[config.mk]
export PLATFORM = sky130hd
export DESIGN_NAME = arbitro_memoria_flat
export DESIGN_NICKNAME = d
export VERILOG_FILES = /design/src/rtl/arbitro_memoria_if.sv /design/src/rtl/arbitro_memoria.sv /design/src/flat_wrapper.sv
export SDC_FILE = /design/constraint.sdc
export NUM_CORES = 1
export LEC_CHECK = 0
export ABC_CLOCK_PERIOD_IN_PS = 1700
export CAP_MARGIN = 20
export CORE_MARGIN = 4
export CORE_UTILIZATION = 25
export CTS_CLUSTER_DIAMETER = 60
export CTS_CLUSTER_SIZE = 16
export DETAILED_ROUTE_END_ITERATION = 8
export PLACE_DENSITY_LB_ADDON = 0.12
export SYNTH_ARGS = -nofsm -noshare
export SYNTH_HDL_FRONTEND = slang
export SYNTH_SLANG_ARGS = --single-unit
[constraint.sdc]
create_clock -name clk -period 1.7 [get_ports clk]
set_input_delay 0.51 -clock clk [delete_from_list [all_inputs] [get_ports clk]]
set_output_delay 0.51 -clock clk [all_outputs]
set_load 0.05 [all_outputs]
[src/rtl/arbitro_memoria_if.sv]
// Requester-side handshake bundle of the memory arbiter: two request ports
// plus their completion pulses and registered read results.
interface arbitro_memoria_if;
    logic       req0, req1;
    logic       we0, we1;
    logic [7:0] end0, end1;
    logic [7:0] dado0, dado1;
    logic       pronto0, pronto1;
    logic [7:0] dadoLido0, dadoLido1;

    modport master (
        output req0, req1, we0, we1, end0, end1, dado0, dado1,
        input  pronto0, pronto1, dadoLido0, dadoLido1
    );

    modport slave (
        input  req0, req1, we0, we1, end0, end1, dado0, dado1,
        output pronto0, pronto1, dadoLido0, dadoLido1
    );
endinterface

[src/rtl/arbitro_memoria.sv]
// Two-port arbiter/sequencer for the 256x8 data memory: grants one requester,
// issues the access for one cycle, then returns the read data with a pronto pulse.
module arbitro_memoria #(
    parameter bit PRIORIDADE_FIXA = 1'b0
) (
    input  logic                    clk,
    input  logic                    rst_n,
    arbitro_memoria_if.slave        bus,
    output logic                    ocupado,
    output logic                    concedido,
    output logic                    mem_writeEnable,
    output logic [7:0]              mem_endereco,
    output logic [7:0]              mem_dadoEntrada,
    input  logic [7:0]              mem_dadoSaida
);

    typedef enum logic [1:0] {
        OCIOSO  = 2'd0,
        EMITE   = 2'd1,
        CAPTURA = 2'd2
    } estado_t;

    estado_t estado;
    logic    ultimo;     // last winner; reset to 1 so requester 0 wins the first tie
    logic    vencedor;

    always_comb begin
        vencedor = 1'b0;
        if (PRIORIDADE_FIXA)
            vencedor = !bus.req0;
        else if (bus.req0 && bus.req1)
            vencedor = !ultimo;
        else
            vencedor = bus.req1;
    end

    // NOTE: every register here is assigned with <= so all branches see pre-edge values.
    always_ff @(posedge clk or negedge rst_n) begin
        if (!rst_n) begin
            estado          <= OCIOSO;
            ultimo          <= 1'b1;
            ocupado         <= 1'b0;
            concedido       <= 1'b0;
            mem_writeEnable <= 1'b0;
            mem_endereco    <= 8'h00;
            mem_dadoEntrada <= 8'h00;
            bus.pronto0     <= 1'b0;
            bus.pronto1     <= 1'b0;
            bus.dadoLido0   <= 8'h00;
            bus.dadoLido1   <= 8'h00;
        end else begin
            case (estado)
                OCIOSO: begin
                    bus.pronto0 <= 1'b0;
                    bus.pronto1 <= 1'b0;
                    if (bus.req0 || bus.req1) begin
                        concedido       <= vencedor;
                        ultimo          <= vencedor;
                        mem_writeEnable <= vencedor ? bus.we1   : bus.we0;
                        mem_endereco    <= vencedor ? bus.end1  : bus.end0;
                        mem_dadoEntrada <= vencedor ? bus.dado1 : bus.dado0;
                        ocupado         <= 1'b1;
                        estado          <= EMITE;
                    end else begin
                        mem_writeEnable <= 1'b0;
                    end
                end
                EMITE: begin
                    mem_writeEnable <= 1'b0;
                    estado          <= CAPTURA;
                end
                CAPTURA: begin
                    // The memory output now reflects the granted address, written data included.
                    if (concedido) begin
                        bus.dadoLido1 <= mem_dadoSaida;
                        bus.pronto1   <= 1'b1;
                    end else begin
                        bus.dadoLido0 <= mem_dadoSaida;
                        bus.pronto0   <= 1'b1;
                    end
                    ocupado <= 1'b0;
                    estado  <= OCIOSO;
                end
                default: begin
                    mem_writeEnable <= 1'b0;
                    ocupado         <= 1'b0;
                    estado          <= OCIOSO;
                end
            endcase
        end
    end

endmodule

[src/flat_wrapper.sv]
// flat-port wrapper written by rule: the top's interface ports become plain ports
module arbitro_memoria_flat 
#(
    parameter bit PRIORIDADE_FIXA = 1'b0
)
  (clk, rst_n, ocupado, concedido, mem_writeEnable, mem_endereco, mem_dadoEntrada, mem_dadoSaida, bus_req0, bus_req1, bus_we0, bus_we1, bus_end0, bus_end1, bus_dado0, bus_dado1, bus_pronto0, bus_pronto1, bus_dadoLido0, bus_dadoLido1);
  arbitro_memoria_if bus_i ();
  input  logic clk;
  input  logic rst_n;
  output logic ocupado;
  output logic concedido;
  output logic mem_writeEnable;
  output logic [7:0] mem_endereco;
  output logic [7:0] mem_dadoEntrada;
  input  logic [7:0] mem_dadoSaida;
  input wire logic [$bits(bus_i.req0)-1:0] bus_req0;
  input wire logic [$bits(bus_i.req1)-1:0] bus_req1;
  input wire logic [$bits(bus_i.we0)-1:0] bus_we0;
  input wire logic [$bits(bus_i.we1)-1:0] bus_we1;
  input wire logic [$bits(bus_i.end0)-1:0] bus_end0;
  input wire logic [$bits(bus_i.end1)-1:0] bus_end1;
  input wire logic [$bits(bus_i.dado0)-1:0] bus_dado0;
  input wire logic [$bits(bus_i.dado1)-1:0] bus_dado1;
  output wire logic [$bits(bus_i.pronto0)-1:0] bus_pronto0;
  output wire logic [$bits(bus_i.pronto1)-1:0] bus_pronto1;
  output wire logic [$bits(bus_i.dadoLido0)-1:0] bus_dadoLido0;
  output wire logic [$bits(bus_i.dadoLido1)-1:0] bus_dadoLido1;
  assign bus_i.req0 = bus_req0;
  assign bus_i.req1 = bus_req1;
  assign bus_i.we0 = bus_we0;
  assign bus_i.we1 = bus_we1;
  assign bus_i.end0 = bus_end0;
  assign bus_i.end1 = bus_end1;
  assign bus_i.dado0 = bus_dado0;
  assign bus_i.dado1 = bus_dado1;
  assign bus_pronto0 = bus_i.pronto0;
  assign bus_pronto1 = bus_i.pronto1;
  assign bus_dadoLido0 = bus_i.dadoLido0;
  assign bus_dadoLido1 = bus_i.dadoLido1;
  arbitro_memoria #(.PRIORIDADE_FIXA(PRIORIDADE_FIXA)) u_core (.clk(clk), .rst_n(rst_n), .bus(bus_i), .ocupado(ocupado), .concedido(concedido), .mem_writeEnable(mem_writeEnable), .mem_endereco(mem_endereco), .mem_dadoEntrada(mem_dadoEntrada), .mem_dadoSaida(mem_dadoSaida));
endmodule
======== Word-level counts from Yosys, hierarchy flattened ========
Cells that the tools add are included.
storage, ports and cells
  register bits after elaboration ......... 40
  word-level logic and storage cells ...... 43
operators by class
  eq/ne operators ......................... 5
  multiplexer cells ....................... 14
  bitwise logic cells ..................... 2
  reductions and logical operators ........ 11
operator list
  operator                                                count
  two-way mux 8 bit                                       2
  AND reduction 2 bit                                     6
  case mux 1 bit (2 select lines)                         4
  two-way mux 1 bit                                       6
  inequality test 2 x 1 -> 1 bit (second input constant)  2
  case mux 2 bit (2 select lines)                         1
  == test 2 x 1 -> 1 bit (second input constant)          1
  == test 2 bit (second input constant)                   1
  logical NOT 2 bit                                       1
  two-way mux 2 bit                                       1
  inequality test 2 bit (second input constant)           1
  NOT 1 bit                                               2
  nonzero test 2 bit                                      1
  logical AND 1 bit                                       1
  logical NOT 1 bit                                       1
  logical OR 1 bit                                        1

======== Longest topological paths before layout ========
  word-level depth ........................ 5
  depth in mapped cells ................... 5
  gate-level depth less buffers ........... 3

======== Worst setup path before layout ========
Ideal clock, no wire load.
  path type ............................... input to register
  start point ............................. input bus_req1
  end point ............................... register u_core.mem_dadoEntrada[0]
  setup time .............................. 0.125 ns
  data arrival time ....................... 1.499 ns
  required time ........................... 1.575 ns
  slack ................................... 0.077 ns
  stages .................................. 5
  path buffers ............................ 2
  cells stage by stage .................... a21bo_1 > buf_6 > buf_12 > mux2_4 > mux2_2
on the way
  longest elaborated chain between the ends .. 3
  elaborated cells on any way between the ends .. 5
  classes of those cells .................. mux (2); reduce/logical (3)
ends and longest elaborated chain
  what                  line                   text
  start, declared       flat_wrapper.sv:17     input wire logic [$bits(bus_i.req1)-1:0] bus_req1;
  logical AND 1 bit     arbitro_memoria.sv:31  else if (bus.req0 && bus.req1)
  two-way mux 1 bit     arbitro_memoria.sv:31
  two-way mux 8 bit     arbitro_memoria.sv:61  mem_dadoEntrada <= vencedor ? bus.dado1 : bus.dado0;
  end signal, assigned  arbitro_memoria.sv:61
  end, declared         arbitro_memoria.sv:13  output logic [7:0] mem_dadoEntrada,
Parallel ways exist; a longest one is shown, timed or not.
A chain may end at the register's enable or synchronous reset.

======== Final worst setup path ========
  start point ............................. register u_core.ultimo
  end point ............................... register u_core.mem_endereco[0]
on the way
  longest elaborated chain between the ends .. 3
ends and longest elaborated chain
  what                    line                   text
  start, declared         arbitro_memoria.sv:24  logic ultimo;
  start signal, assigned  arbitro_memoria.sv:58  ultimo <= vencedor;
  logical NOT 1 bit       arbitro_memoria.sv:32  vencedor = !ultimo;
  two-way mux 1 bit       arbitro_memoria.sv:31
  two-way mux 8 bit       arbitro_memoria.sv:60  mem_endereco <= vencedor ? bus.end1 : bus.end0;
  end signal, assigned    arbitro_memoria.sv:60
  end, declared           arbitro_memoria.sv:12  output logic [7:0] mem_endereco,
Every way passes these cells.

==> results by group <==
Yosys
  – Top cell type's share of synthesized area: 56.20%
  – Synthesized Nets: 162
  – Post-Synth Adder-Cell Area: 0%
  – Synthesized-area fraction occupied by xor and xnor cells: 0%
  – Largest cells by area after synthesis: dfrtp_1 56%, mux2_2 26%, mux2_4 6.9%
  – Compound-gate portion of the synthesized area: 2.810%
  – Main synth FF type: dfrtp_1
  – Cell Area, Synth: 0.001737 mm2
  – Yosys reg bits: 40
  – Number of synthesized flops with an enable pin: 0
  – Count leader, synth: mux2_2
  – Most frequent cells after synthesis: 40 x mux2_2, 39 x dfrtp_1, 8 x mux2_4, 6 x nor2_1
  – Simple-gate portion of the synthesized area: 2.738%
  – Cell taking the most area after synthesis: dfrtp_1
  – Seq/Total Area, Yosys: 57.71%
  – Synthesis Warnings: 0
  – Largest family of logic cells by synthesized area: multiplexers
  – Async set-or-reset flop fraction in the synthesized netlist: 100.0%
  – Syn avg cell area: 14.97 um2
  – Post-Syn Instances: 116
  – Cell variety after synth: 18
  – Mux contribution to synthesized area: 33.43%

Global route
  – Total Routing Usage GR: 10.76%
  – Initial antenna violation count: 0
  – First-pass GRT wire length: 7107 um
  – Total gr overflow: 0
  – Vias in the first global route: 1407
  – Largest net degree at the start of global routing: 41

Clocking
  – Clock Latency Late Sink: 0.28 ns
  – CTS tree: built
  – CTS root buf: clkbuf_8
  – Max clock buf depth: 2
  – Clk pin slew, worst setup/hold paths: 0.08 ns
  – Total CTS buffers: 5
  – CTS Hold Bufs: 0
  – H-tree depth: 2
  – CTS Sinks: 40

Status
  – Status: finished, final reports clean

Placement
  – Worst slack at placement: -0.4047 ns
  – GPL Wtd Cong: 0.6753
  – Placed Cells: 282
  – Area after DPL: 0.003060 mm2
  – Number of buffers added on ports: 82
  – DP HPWL: 3290 um

STA
  – Worst setup margin: 0.1544 ns
  – Slew Limit Fails: 0
  – Tcrit/Tclk final: 90.92%
  – Fmax: 0.6470 GHz
  – Worst Skew: 0.006870 ns
  – Final hold vios: 0
  – Min Tclk post-route: 1.546 ns
  – Slew HR: 77.06%
  – RSZ-0062 raised after global routing: false
  – Worst-Margin Slew: 0.3433 ns
  – Final setup violation count: 0

Setup path
  – Worst Setup SP: u_core.ultimo$_DFFE_PN1P_
  – Setup CP Type: register to register
  – WP data arrival: 1.71 ns
  – R2r setup slk: 0.15 ns
  – FF-to-FF End: u_core.mem_endereco[0]$_DFFE_PN0P_
  – CP startpoint kind: register
  – Worst setup EP type: register
  – Reg2reg path depth: 4
  – CP Data Required Time: 1.87 ns
  – Critical path peak fanout: 5
  – Worst r2r src: u_core.ultimo$_DFFE_PN1P_

Routing
  – Length of the first detailed-routing pass in iterations: 4
  – Antenna Nets Post-Route: 0
  – Initial DRC count: 18
  – WL/cell: 14.34 um
  – Vias: 1244
  – # DRC: 0
  – DR vias/cell: 4.260
  – Overall routed net length: 4186 um

Finish
  – ANT cells: 0
  – Finished Layout Cells: 292
  – P&R area growth vs syn: 85.45%
  – Nets: 257
  – Fin area: 0.003221 mm2
  – Ratio of cells with drive above 1 in the final layout: 50.94%
  – Final core occ: 47.67%

Floorplan
  – Num rows: 30
  – CORE AREA: 0.006756 mm2
  – Top Ports: 83
  – Chip height: 91.35 um
  – Initial Utilization: 25.70%
  – Die area: 0.008344 mm2
  – Chip Width: 91.35 um

Power
  – Register share of total power: 26.6%
  – Sw frac: 41.01%
  – P_int: 4.385 mW
  – Maximum vdd drop: 0.0008691 V
  – Pleak: 1.421 nW
  – PwrDens: 2308 mW/mm2
  – Clock power frac: 11.2%
  – Psw: 3.048 mW
  – Comb power frac: 62.2%
  – Total power: 7.433 mW

Worst hold path
  – HP Class: primary input to async pin

Job
  – Max Cap Violations: 0
[cell families (layout without fill, tap and decap cells)]
group                  count (synthesis)  count (layout)
multiplexers                          49              49
flip-flops                            40              40
AND/OR/NAND/NOR                       11              11
AO/OA/AOI/OAI                          8               8
buffers and inverters                  8             104
[state kept, by name, summed over array words and instances, names as in the netlist]
signal and count:
u_core.estado 2, u_core.concedido 1, u_core.bus.dadoLido0 8, u_core.bus.pronto1 1, u_core.bus.dadoLido1 8, u_core.ultimo 1, u_core.mem_dadoEntrada 8, u_core.ocupado 1
u_core.bus.pronto0 1, u_core.mem_endereco 8, u_core.mem_writeEnable 1
[through the flow]
step	hold slack, ns	setup TNS (ns)
floorplan	0.2144	0
global placement	0.4878	-5.883
detailed placement	0.4936	-6.324
CTS	0.1855	0
global route	0.1928	0
finish	0.1899	0
[cells in the final DEF (no fill, tap or decap), types with 2 or more instances in the layout]
cell type,count
inv_1,3
a21oi_1,2
buf_6,2
nand2_1,2
buf_12,38
mux2_4,8
nor2b_1,2
nor2_1,6
clkbuf_8,7
buf_4,7
dfrtp_1,39
mux2_2,40
clkdlybuf4s50_1,42
o21ai_0,2
dlygate4sd2_1,2
[power groups by stage]
stage | clock network [mW] | logic [mW] | registers (mW)
after floorplan | 0 | 0.886 | 3.27
after global placement | 0 | 4.60 | 1.97
after detailed placement | 0 | 4.65 | 1.99
after CTS | 0.865 | 4.69 | 1.98
after global routing | 0.903 | 4.83 | 2.04
final | 0.834 | 4.62 | 1.98
[area by class of cell]
class | instances | area, um2
inverters | 3 | 11.26
repair buffers | 93 | 1294
multi-input cells | 68 | 686.9
clock buffers | 7 | 96.34
fillers | 604 | 3536
clock inverters | 1 | 30.03
flip-flops and latches | 40 | 1002
well taps | 80 | 100.1
[what timing repair did]
item,CTS,global route
resized for setup,9,0
buffers inserted,1,0
endpoints found under the hold margin,0,0
endpoints found under the setup margin,16,0
[worst max path at each step]
stage	to	slack, ns
after global routing	u_core.mem_endereco[5]$_DFFE_PN0P_	0.10
after CTS	u_core.mem_endereco[0]$_DFFE_PN0P_	0.14
after global placement	u_core.mem_dadoEntrada[4]$_DFFE_PN0P_	-0.37
after detailed placement	u_core.mem_dadoEntrada[5]$_DFFE_PN0P_	-0.40
after floorplan	u_core.mem_dadoEntrada[0]$_DFFE_PN0P_	0.08
final	u_core.mem_endereco[0]$_DFFE_PN0P_	0.15
[routing by layer]
layer	track usage, %	up-vias	part of all wire, %
met2	17.72	46	52
li1	-	592	-
met3	4.474	2	7.5
met1	12.59	604	40
met5	0	-	0
met4	3.769	0	0.69
[critical path, stage by stage (launching register included)]
cell and delay (ns):
dfstp_2 0.56, a21bo_4 0.16, buf_6 0.13, mux2_2 0.33, mux2_2 0.25
(Power assumes the default switching activity.)
==> edit: new RTL, same settings <==
`PRIORIDADE_FIXA` is set to 1'b0 in 2 places; all go to 1'b1.
--- a/src/rtl/arbitro_memoria.sv
+++ b/src/rtl/arbitro_memoria.sv
@@ -1,7 +1,7 @@
 // Two-port arbiter/sequencer for the 256x8 data memory: grants one requester,
 // issues the access for one cycle, then returns the read data with a pronto pulse.
 module arbitro_memoria #(
-    parameter bit PRIORIDADE_FIXA = 1'b0
+    parameter bit PRIORIDADE_FIXA = 1'b1
 ) (
     input  logic                    clk,
     input  logic                    rst_n,
--- a/src/flat_wrapper.sv
+++ b/src/flat_wrapper.sv
@@ -1,7 +1,7 @@
 // flat-port wrapper written by rule: the top's interface ports become plain ports
 module arbitro_memoria_flat 
 #(
-    parameter bit PRIORIDADE_FIXA = 1'b0
+    parameter bit PRIORIDADE_FIXA = 1'b1
 )
   (clk, rst_n, ocupado, concedido, mem_writeEnable, mem_endereco, mem_dadoEntrada, mem_dadoSaida, bus_req0, bus_req1, bus_we0, bus_we1, bus_end0, bus_end1, bus_dado0, bus_dado1, bus_pronto0, bus_pronto1, bus_dadoLido0, bus_dadoLido1);
   arbitro_memoria_if bus_i ();
Function: changed (Yosys sat finds a counterexample within 10 cycles, from zero or initial values and one cycle with rst_n low).
==> edit against the unedited design <==
Synthesized area is 1.8% higher; sequential cell count is 1 lower; total power is 1.5% higher; critical path type is now in -> reg; worst setup slack worse by 0.13 ns; wire length is 4.6% higher; critical endpoint is now u_core.mem_endereco[1]; design area is 0.31% higher; cell count is 2.7% higher; maximum frequency is 7.6% lower.
==> edit: results (changes against the unedited design) <==
[placement]
port_buffers=82  ; unchanged
gp_congestion=0.777  ; +15%
placed_cells=292  ; +3.5%
dpl_cell_area_mm2=0.00310  ; +1.2%
dp.final_hpwl_um=3470  ; +5.6%
place_ws_ns=-0.283  ; +0.122 ns

[critical_path]
crit_end=u_core.mem_endereco[1]
slowest_stage=clkdlybuf4s50_1
critPathMaxFanout=18  ; +13
crit_arrival_ns=1.84  ; +0.13 ns
rrSetupSlack_ns=0.26  ; +0.11 ns
max_stage_delay_ns=0.44  ; -0.12 ns
timing.rr.start=u_core.estado[1]
crit_start=bus_req0
r2r-end=u_core.bus.dadoLido0[0]

[synth]
synth_cell_types=17  ; -1
synth_commonest_cells=dfrtp_1, mux2_2, mux2_4, nor2_1
yosysWarnings=0  ; unchanged
syn-num-nets=157  ; -3.1%
synth.area.mux_share=0.356  ; +0.0217
synthTopCellsByArea=dfrtp_1, mux2_4, mux2_2
seq_area_frac_synth=0.552  ; -0.0251
synth_compound_area_frac=0.0234  ; -0.00474
synth.avg_cell_area_um2=15.9  ; +6.4%

[pwr]
p_leak_nw=1.42  ; +0.18%
p_clk_frac=0.119  ; +0.007
finalPower_w=0.00754  ; +1.5%
vdd_ir_drop_max_mv=0.790  ; -9.1%
p_int_w=0.00446  ; +1.8%
seq_power_share=0.258  ; -0.008

[cts]
clk_latency_ns=0.28  ; about the same
path_clk_slew_ns=0.07
numCtsBuffers=5  ; unchanged
cts.repair.resized=0  ; -9
cts_setup_buffers=0  ; -1
clockBufferDepth=2  ; unchanged

[detailed_routing]
detail_route.first_pass.iterations=4  ; unchanged
via_count=1218  ; -2.1%
totalWireLength_um=4380  ; +4.6%

[global_routing]
grt_pass1_wl_um=7290  ; +2.6%
antenna_found_initial=0  ; unchanged
grt_pass1_vias=1386  ; -1.5%
grt_max_degree=22  ; -46%
grt_usage=0.110  ; +0.00204

[sta]
fin_worst_skew_ns=0.00664  ; -0.000232 ns
relSlewSlack=0.696  ; -0.0750
fmax_mhz=598  ; -7.6%
holdWs_ns=0.168  ; -0.0223 ns

[status]
status=finished clean

[cells_and_area]
layout-drive-gt1-share=0.500  ; -0.00943
layout.nets=249  ; -3.1%
final_cells=300  ; +2.7%

[worst_hold_path]
hold_path_class=in -> async

edit: cell count changes after synthesis, sizes merged:
cell   before  now
a21bo       1    0
a21o        1    0
a21oi       2    3
a31oi       1    0
and2b       0    1
buf         5    4
dfstp       1    0
nor2b       2    1
nor3        1    0
edit: worst max-delay path: cells and delay by family:
kind	cells	cell delay, ns
AO/OA/AOI/OAI	1	0.16
multiplexers	1	0.34
buffers and inverters	3	0.81
edit: layer usage:
| layer | global-route usage | routed length [um] | vias to the layer above |
|---|---|---|---|
| met5 | 0 | 0 | - |
| met4 | 0.0371 | 47 | 0 |
| met3 | 0.0492 | 418 | 5 |
| met2 | 0.170 | 2050 | 52 |
| met1 | 0.135 | 1860 | 587 |
| li1 | - | - | 574 |
edit: cell type report:
class	count	area, um2
clock inverter	2	60.1
inverter	3	11.3
multi-input combinational	65	727
sequential	39	976
tap	96	120
clock buffer	6	72.6
fill	616	3600
timing repair buffer	89	1260
